===== src/rtl/seq_det_pkg.sv =====
// Shared constants and elaboration-time helpers for the serial pattern detector.
// Builds the matcher next-state table and pattern border length.
package seq_det_pkg;

  localparam int MAX_W  = 16;
  localparam int TBL_SW = 4;
  localparam int IDX_W  = 5;

  typedef logic [2*MAX_W-1:0][TBL_SW-1:0] ns_tbl_t;

  function automatic int st_width(input int w);
    return $clog2(w);
  endfunction

  // Longest proper prefix of pat that is also a suffix.
  function automatic int border_len(
    input logic [MAX_W-1:0] pat,
    input int w
  );
    int best;
    logic ok;
    best = 0;
    for (int k = 1; k < w; k++) begin
      ok = 1'b1;
      for (int i = 0; i < k; i++)
        if (pat[w-1-i] != pat[k-1-i]) ok = 1'b0;
      if (ok) best = k;
    end
    return best;
  endfunction

  function automatic ns_tbl_t next_tbl(
    input logic [MAX_W-1:0] pat,
    input int w
  );
    ns_tbl_t t;
    logic [MAX_W-1:0] c;
    logic ok;
    int best;
    t = '0;
    for (int s = 0; s < w; s++) begin
      for (int b = 0; b < 2; b++) begin
        c = '0;
        for (int j = 0; j < s; j++) c[j] = pat[w-1-j];
        c[s] = (b == 1);
        if (s == w-1 && c[s] == pat[0]) begin
          t[2*s+b] = TBL_SW'(border_len(pat, w));
        end else begin
          best = 0;
          for (int k = 1; k <= s+1; k++) begin
            ok = 1'b1;
            for (int i = 0; i < k; i++)
              if (pat[w-1-i] != c[s+1-k+i]) ok = 1'b0;
            if (ok) best = k;
          end
          t[2*s+b] = TBL_SW'(best);
        end
      end
    end
    return t;
  endfunction

endpackage


===== src/rtl/seq_match_counter.sv =====
// Saturating match counter with synchronous clear and sticky
// saturation flag.
module seq_match_counter #(
  parameter int COUNT_W = 8
) (
  input  logic               clk,
  input  logic               rst,
  input  logic               inc,
  input  logic               clr,
  output logic [COUNT_W-1:0] count,
  output logic               sat
);

  localparam logic [COUNT_W-1:0] MAXV = '1;

  always_ff @(posedge clk or posedge rst) begin
    if (rst) begin
      count <= '0;
      sat   <= 1'b0;
    end else if (clr) begin
      count <= '0;
      sat   <= 1'b0;
    end else if (inc && count != MAXV) begin
      count <= count + 1'b1;
      if (count == MAXV - 1'b1) sat <= 1'b1;
    end
  end

endmodule


===== src/rtl/seq_detector_param.sv =====
// Parametrised serial pattern detector with Mealy and registered
// match outputs and runtime overlap selection.
module seq_detector_param
  import seq_det_pkg::*;
#(
  parameter int              PAT_W   = 4,
  parameter logic [PAT_W-1:0] PATTERN = 4'b1010,
  parameter int              COUNT_W = 8
) (
  input  logic               clk,
  input  logic               rst,
  input  logic               in,
  input  logic               in_valid,
  input  logic               overlap,
  input  logic               clr,
  output logic               out,
  output logic               out_q,
  output logic [COUNT_W-1:0] match_count,
  output logic               count_sat
);

  localparam int SW = st_width(PAT_W);
  localparam logic [MAX_W-1:0] PAT16 = MAX_W'(PATTERN);
  localparam ns_tbl_t TBL = next_tbl(PAT16, PAT_W);
  localparam logic [SW-1:0] BRD = SW'(border_len(PAT16, PAT_W));
  localparam logic [SW-1:0] LAST = SW'(PAT_W - 1);

  logic [SW-1:0]    s;
  logic [SW-1:0]    nxt;
  logic [IDX_W-1:0] idx;

  assign idx = IDX_W'({s, in});
  assign nxt = SW'(TBL[idx]);
  assign out = in_valid & (s == LAST) & (in == PATTERN[0]);

  always_ff @(posedge clk or posedge rst) begin
    if (rst) begin
      s     <= '0;
      out_q <= 1'b0;
    end else if (clr) begin
      s     <= '0;
      out_q <= 1'b0;
    end else begin
      out_q <= out;
      if (in_valid) begin
        if (out) s <= overlap ? BRD : '0;
        else     s <= nxt;
      end
    end
  end

  seq_match_counter #(
    .COUNT_W(COUNT_W)
  ) u_cnt (
    .clk  (clk),
    .rst  (rst),
    .inc  (out),
    .clr  (clr),
    .count(match_count),
    .sat  (count_sat)
  );

endmodule


===== config.mk =====
export PLATFORM = sky130hd
export DESIGN_NAME = seq_detector_param
export DESIGN_NICKNAME = d
export VERILOG_FILES = /design/src/rtl/seq_det_pkg.sv /design/src/rtl/seq_match_counter.sv /design/src/rtl/seq_detector_param.sv
export SDC_FILE = /design/constraint.sdc
export NUM_CORES = 1
export LEC_CHECK = 0
export ABC_CLOCK_PERIOD_IN_PS = 1500
export CAP_MARGIN = 20
export CORE_MARGIN = 5
export CORE_UTILIZATION = 42
export DETAILED_ROUTE_END_ITERATION = 7
export PLACE_DENSITY = 0.83
export SLEW_MARGIN = 30
export SYNTH_ARGS = -nofsm -noshare
export SYNTH_HDL_FRONTEND = slang
export SYNTH_HIERARCHICAL = 1
export SYNTH_SLANG_ARGS = --single-unit

===== constraint.sdc =====
create_clock -name clk -period 1.5 [get_ports clk]
set_clock_uncertainty 0.05 [all_clocks]
set_input_delay 0.3 -clock clk [delete_from_list [all_inputs] [get_ports clk]]
set_output_delay 0.3 -clock clk [all_outputs]
set_load 0.01 [all_outputs]

==> metrics.md <==
| Metric | Value |
|---|---|
| CP top delay family | `flip-flops` |
| Port Buffers | `16` |
| Area growth, synth to finish | `58.6%` |
| Routed vias/inst | `5.62` |
| H-tree levels | `1` |
| P per Cell Area | `533 mW/mm^2` |
| Antenna violations before repair | `0` |
| Crit path launch type | `flip-flop` |
| Worst vdd ir | `0.333 mV` |
| First-pass GRT wire length | `3190 um` |
| Starting Density | `between 40% and 50%` |
| CP cell instances | `ha_4 -> and4_4 -> a211oi_2 -> mux2_4` |
| DR vias | `roughly 690` |
| Top post-synthesis cells by area | `dfrtp_1 (43%), a211oi_1 (5.4%), ha_1 (5.4%)` |
| Dpl hpwl | `1460 um` |
| Layout cells sized above 1 | `39.6%` |
| Routing usage on met2 | `30.8%` |
| CTS tree | `built` |
| Top Usage Layer GRT | `met2` |
| Clock sinks | `12` |
| Worst path bufs/invs | `0` |
| Async set-reset flop share out of synthesis | `100%` |
| Core area | `0.00154 sq mm` |
| Clock group share of total power | `34.9%` |
| Clock latency on the worst-skew pair | `between 0.2 and 0.3 ns` |
| Slew headroom | `between 70% and 80%` |
| #FFs+latches synth | `12` |
| Die area | `0.00259 sq mm` |
| # setup viols final | `1` |
| Count of cell types in the netlist | `29` |
| Synth warnings | `6` |
| Total Routing Usage GR | `16.4%` |
| DRC | `0` |
| Hold slack | `0.167 ns` |
| Total power | `0.000593 W` |
| LEAKAGE | `0.550 nW` |
| Die span in x | `50.8 um` |
| Number of antenna-violating nets in the routed design | `0` |
| Met1 GRT Util | `16.8%` |
| Final Critical Period | `between 1.5 and 2 ns` |
| Routability cong. | `roughly 0.85` |
| Area leader, netlist | `dfrtp_1` |
| Clock-pin slew on the worst setup and hold paths | `about 0.080 ns` |
| Placed cell area | `0.00100 sq mm` |
| Sequential area share after synthesis | `42.9%` |
| Synth top area share | `42.9%` |
| Mapped Area | `701 sq um` |
| Internal Power | `0.000458 W` |
| Critical path type | `reg -> reg` |
| Vias in the first global route | `717` |
| Grt ovf | `0` |
| Final wirelength | `1940 um` |
| RSZ-0062 raised after global routing | `yes` |
| FP Rows | `14` |
| # hold bufs at CTS | `0` |
| Switching Share | `between 20% and 30%` |
| Worst setup margin | `-0.00805 ns` |
| CTS buffer count | `3` |
| CP max-delay cell | `dfrtp_2` |
| R2R Path Start | `u_cnt/count[1]$_DFFE_PP0P_` |
| Final Cell Area | `0.00111 sq mm` |
| Seq pwr share | `between 50% and 60%` |
| IO Pins | `17` |
| Status | `finished, violations left` |
| Fin. max-slew vios | `0` |
| Comb pwr share | `about a tenth` |
| Largest net degree at the start of global routing | `10` |
| Avg Inst Size Synth | `~10 sq um` |
| Min-Delay Path Class | `in -> async` |
| DRT iter0 DRCs | `19` |
| Cells on worst reg2reg path | `4` |
| Drt first pass iters | `4` |
| Failing checks | `negative setup slack` |
| M3 GR Usage | `between 1.5 and 2%` |
| FF-to-FF setup slack | `-0.008 ns` |
| Sw Pwr | `0.000135 W` |
| Synth Net Count | `77` |
| Final net count | `roughly 120` |
| Longest Clk Path Bufs | `2` |
| CP arrival | `1.61 ns` |
| Critical path capture point type | `flip-flop` |
| Crit share post-route | `101%` |
| Max frequency | `between 600 and 700 MHz` |
| Fin. Hold Viols | `0` |
| Synth Flop Type | `dfrtp_1` |
| Crit-path max FO | `4` |
| Slew of the pin with the lowest slew margin | `0.364 ns` |
| Antenna cells | `0` |
| Post-synth EDFFs | `0` |
| DR WL/cell | `15.9 um` |
| Root buffer cell | `clkbuf_4` |
| Filler cells | `approximately 120` |
| Req. time, crit path | `1.60 ns` |
| Cells after Synth | `68` |
| Max Cap Violations | `0` |
| Die height | `50.8 um` |
| Reg2reg end | `u_cnt/count[5]$_DFFE_PP0P_` |
| Biggest cell delay along the critical path | `around 0.43 ns` |
worst max-delay path by stage:
stage                                             to  slack, ns  cells past startpoint                       start
after floorplan           u_cnt/count[5]$_DFFE_PP0P_      -0.02                      4  u_cnt/count[1]$_DFFE_PP0P_
after global placement                           out      -0.44                      4                    in_valid
after detailed placement                         out      -0.46                      4                    in_valid
after CTS                 u_cnt/count[5]$_DFFE_PP0P_     -0.007                      4  u_cnt/count[1]$_DFFE_PP0P_
after global routing      u_cnt/count[5]$_DFFE_PP0P_      -0.05                      4  u_cnt/count[1]$_DFFE_PP0P_
final                     u_cnt/count[5]$_DFFE_PP0P_     -0.008                      4  u_cnt/count[1]$_DFFE_PP0P_
sequential cells by signal, indices dropped and copies added, names as in the netlist:
| register | flops |
|---|---|
| u_cnt/count | 8 |
| s | 2 |
| out_q | 1 |
| u_cnt/sat | 1 |
Yosys cell counts, types with 2 or more instances:
| cell | number |
|---|---|
| a211oi_1 | 5 |
| a21oi_1 | 2 |
| a31oi_1 | 2 |
| dfrtp_1 | 12 |
| ha_1 | 3 |
| inv_1 | 8 |
| mux2_1 | 2 |
| mux2i_1 | 2 |
| nand2_1 | 2 |
| nand4_1 | 2 |
| nor2_1 | 7 |
| nor2b_1 | 2 |
| nor3_1 | 3 |
power groups by stage:
stage | logic, W | clock network [W] | registers, W
final | 0.0000575 | 0.000207 | 0.000328
after global routing | 0.0000633 | 0.000236 | 0.000329
after CTS | 0.0000581 | 0.000220 | 0.000328
after detailed placement | 0.0000581 | 0 | 0.000335
after global placement | 0.0000549 | 0 | 0.000334
after floorplan | 0.0000226 | 0 | 0.000334
kinds of logic after synthesis:
family	count (synthesis)	synth area share (%)
AO/OA/AOI/OAI	13	14.5
flip-flops	12	42.9
adder cells (fa/ha/maj)	3	5.36
multiplexers	5	8.21
buffers and inverters	10	5.89
AND/OR/NAND/NOR	25	23.2
timing repair:
action	4_1_cts	5_1_grt
endpoints found under the hold margin	0	0
pin swaps	2	6
buffers inserted	5	0
gates cloned	0	0
resized for setup	24	7
endpoints found under the setup margin	16	5
cell type report:
class                   instances  area, sq um  area share (%)
repair buffers                 36          304            27.4
well taps                      16         20.0            1.80
clock buffers                   4         26.3            2.36
inverters                       8         30.0            2.70
flip-flops and latches         12          304            27.4
multi-input cells              46          427            38.4
worst reg2reg max path: stages, from the launching register on:
cell and delay (ns):
dfrtp_2 0.43, ha_4 0.17, and4_4 0.21, a211oi_2 0.22, mux2_4 0.32
cells in the final DEF, fill, tap and decap left out, types with 2 or more instances in the layout:
| master | instances |
|---|---|
| a211oi_1 | 4 |
| a211oi_2 | 2 |
| a21oi_1 | 2 |
| a31oi_1 | 2 |
| buf_4 | 18 |
| buf_6 | 2 |
| clkbuf_4 | 3 |
| clkdlybuf4s15_1 | 2 |
| clkdlybuf4s50_1 | 3 |
| dfrtp_1 | 9 |
| dfrtp_2 | 3 |
| dlygate4sd2_1 | 9 |
| ha_1 | 2 |
| inv_1 | 8 |
| mux2_4 | 3 |
| mux2i_1 | 2 |
| nand4_1 | 2 |
| nor2_1 | 6 |
| nor2b_1 | 2 |
| nor3_1 | 2 |
metal layers:
metal  vias up  share of wire (%)  routed length (um)
met5         -                  0                   0
met4         0                3.0                  59
met3         6                3.9                  75
met2        18                 55                1060
met1       339                 38                 742
li1        323                  -                   -
per-stage QoR:
step,cells,setup TNS (ns),util (%),setup WS (ns)
floorplan,68,-0.0224,-,-0.0224
global placement,113,-3.53,65.2,-0.443
detailed placement,113,-3.91,65.2,-0.456
CTS,122,-0.00713,69.8,-0.00713
global route,122,-0.0803,72.1,-0.0450
finish,122,-0.00805,72.1,-0.00805
No activity file was read; power rests on OpenSTA's default activity.
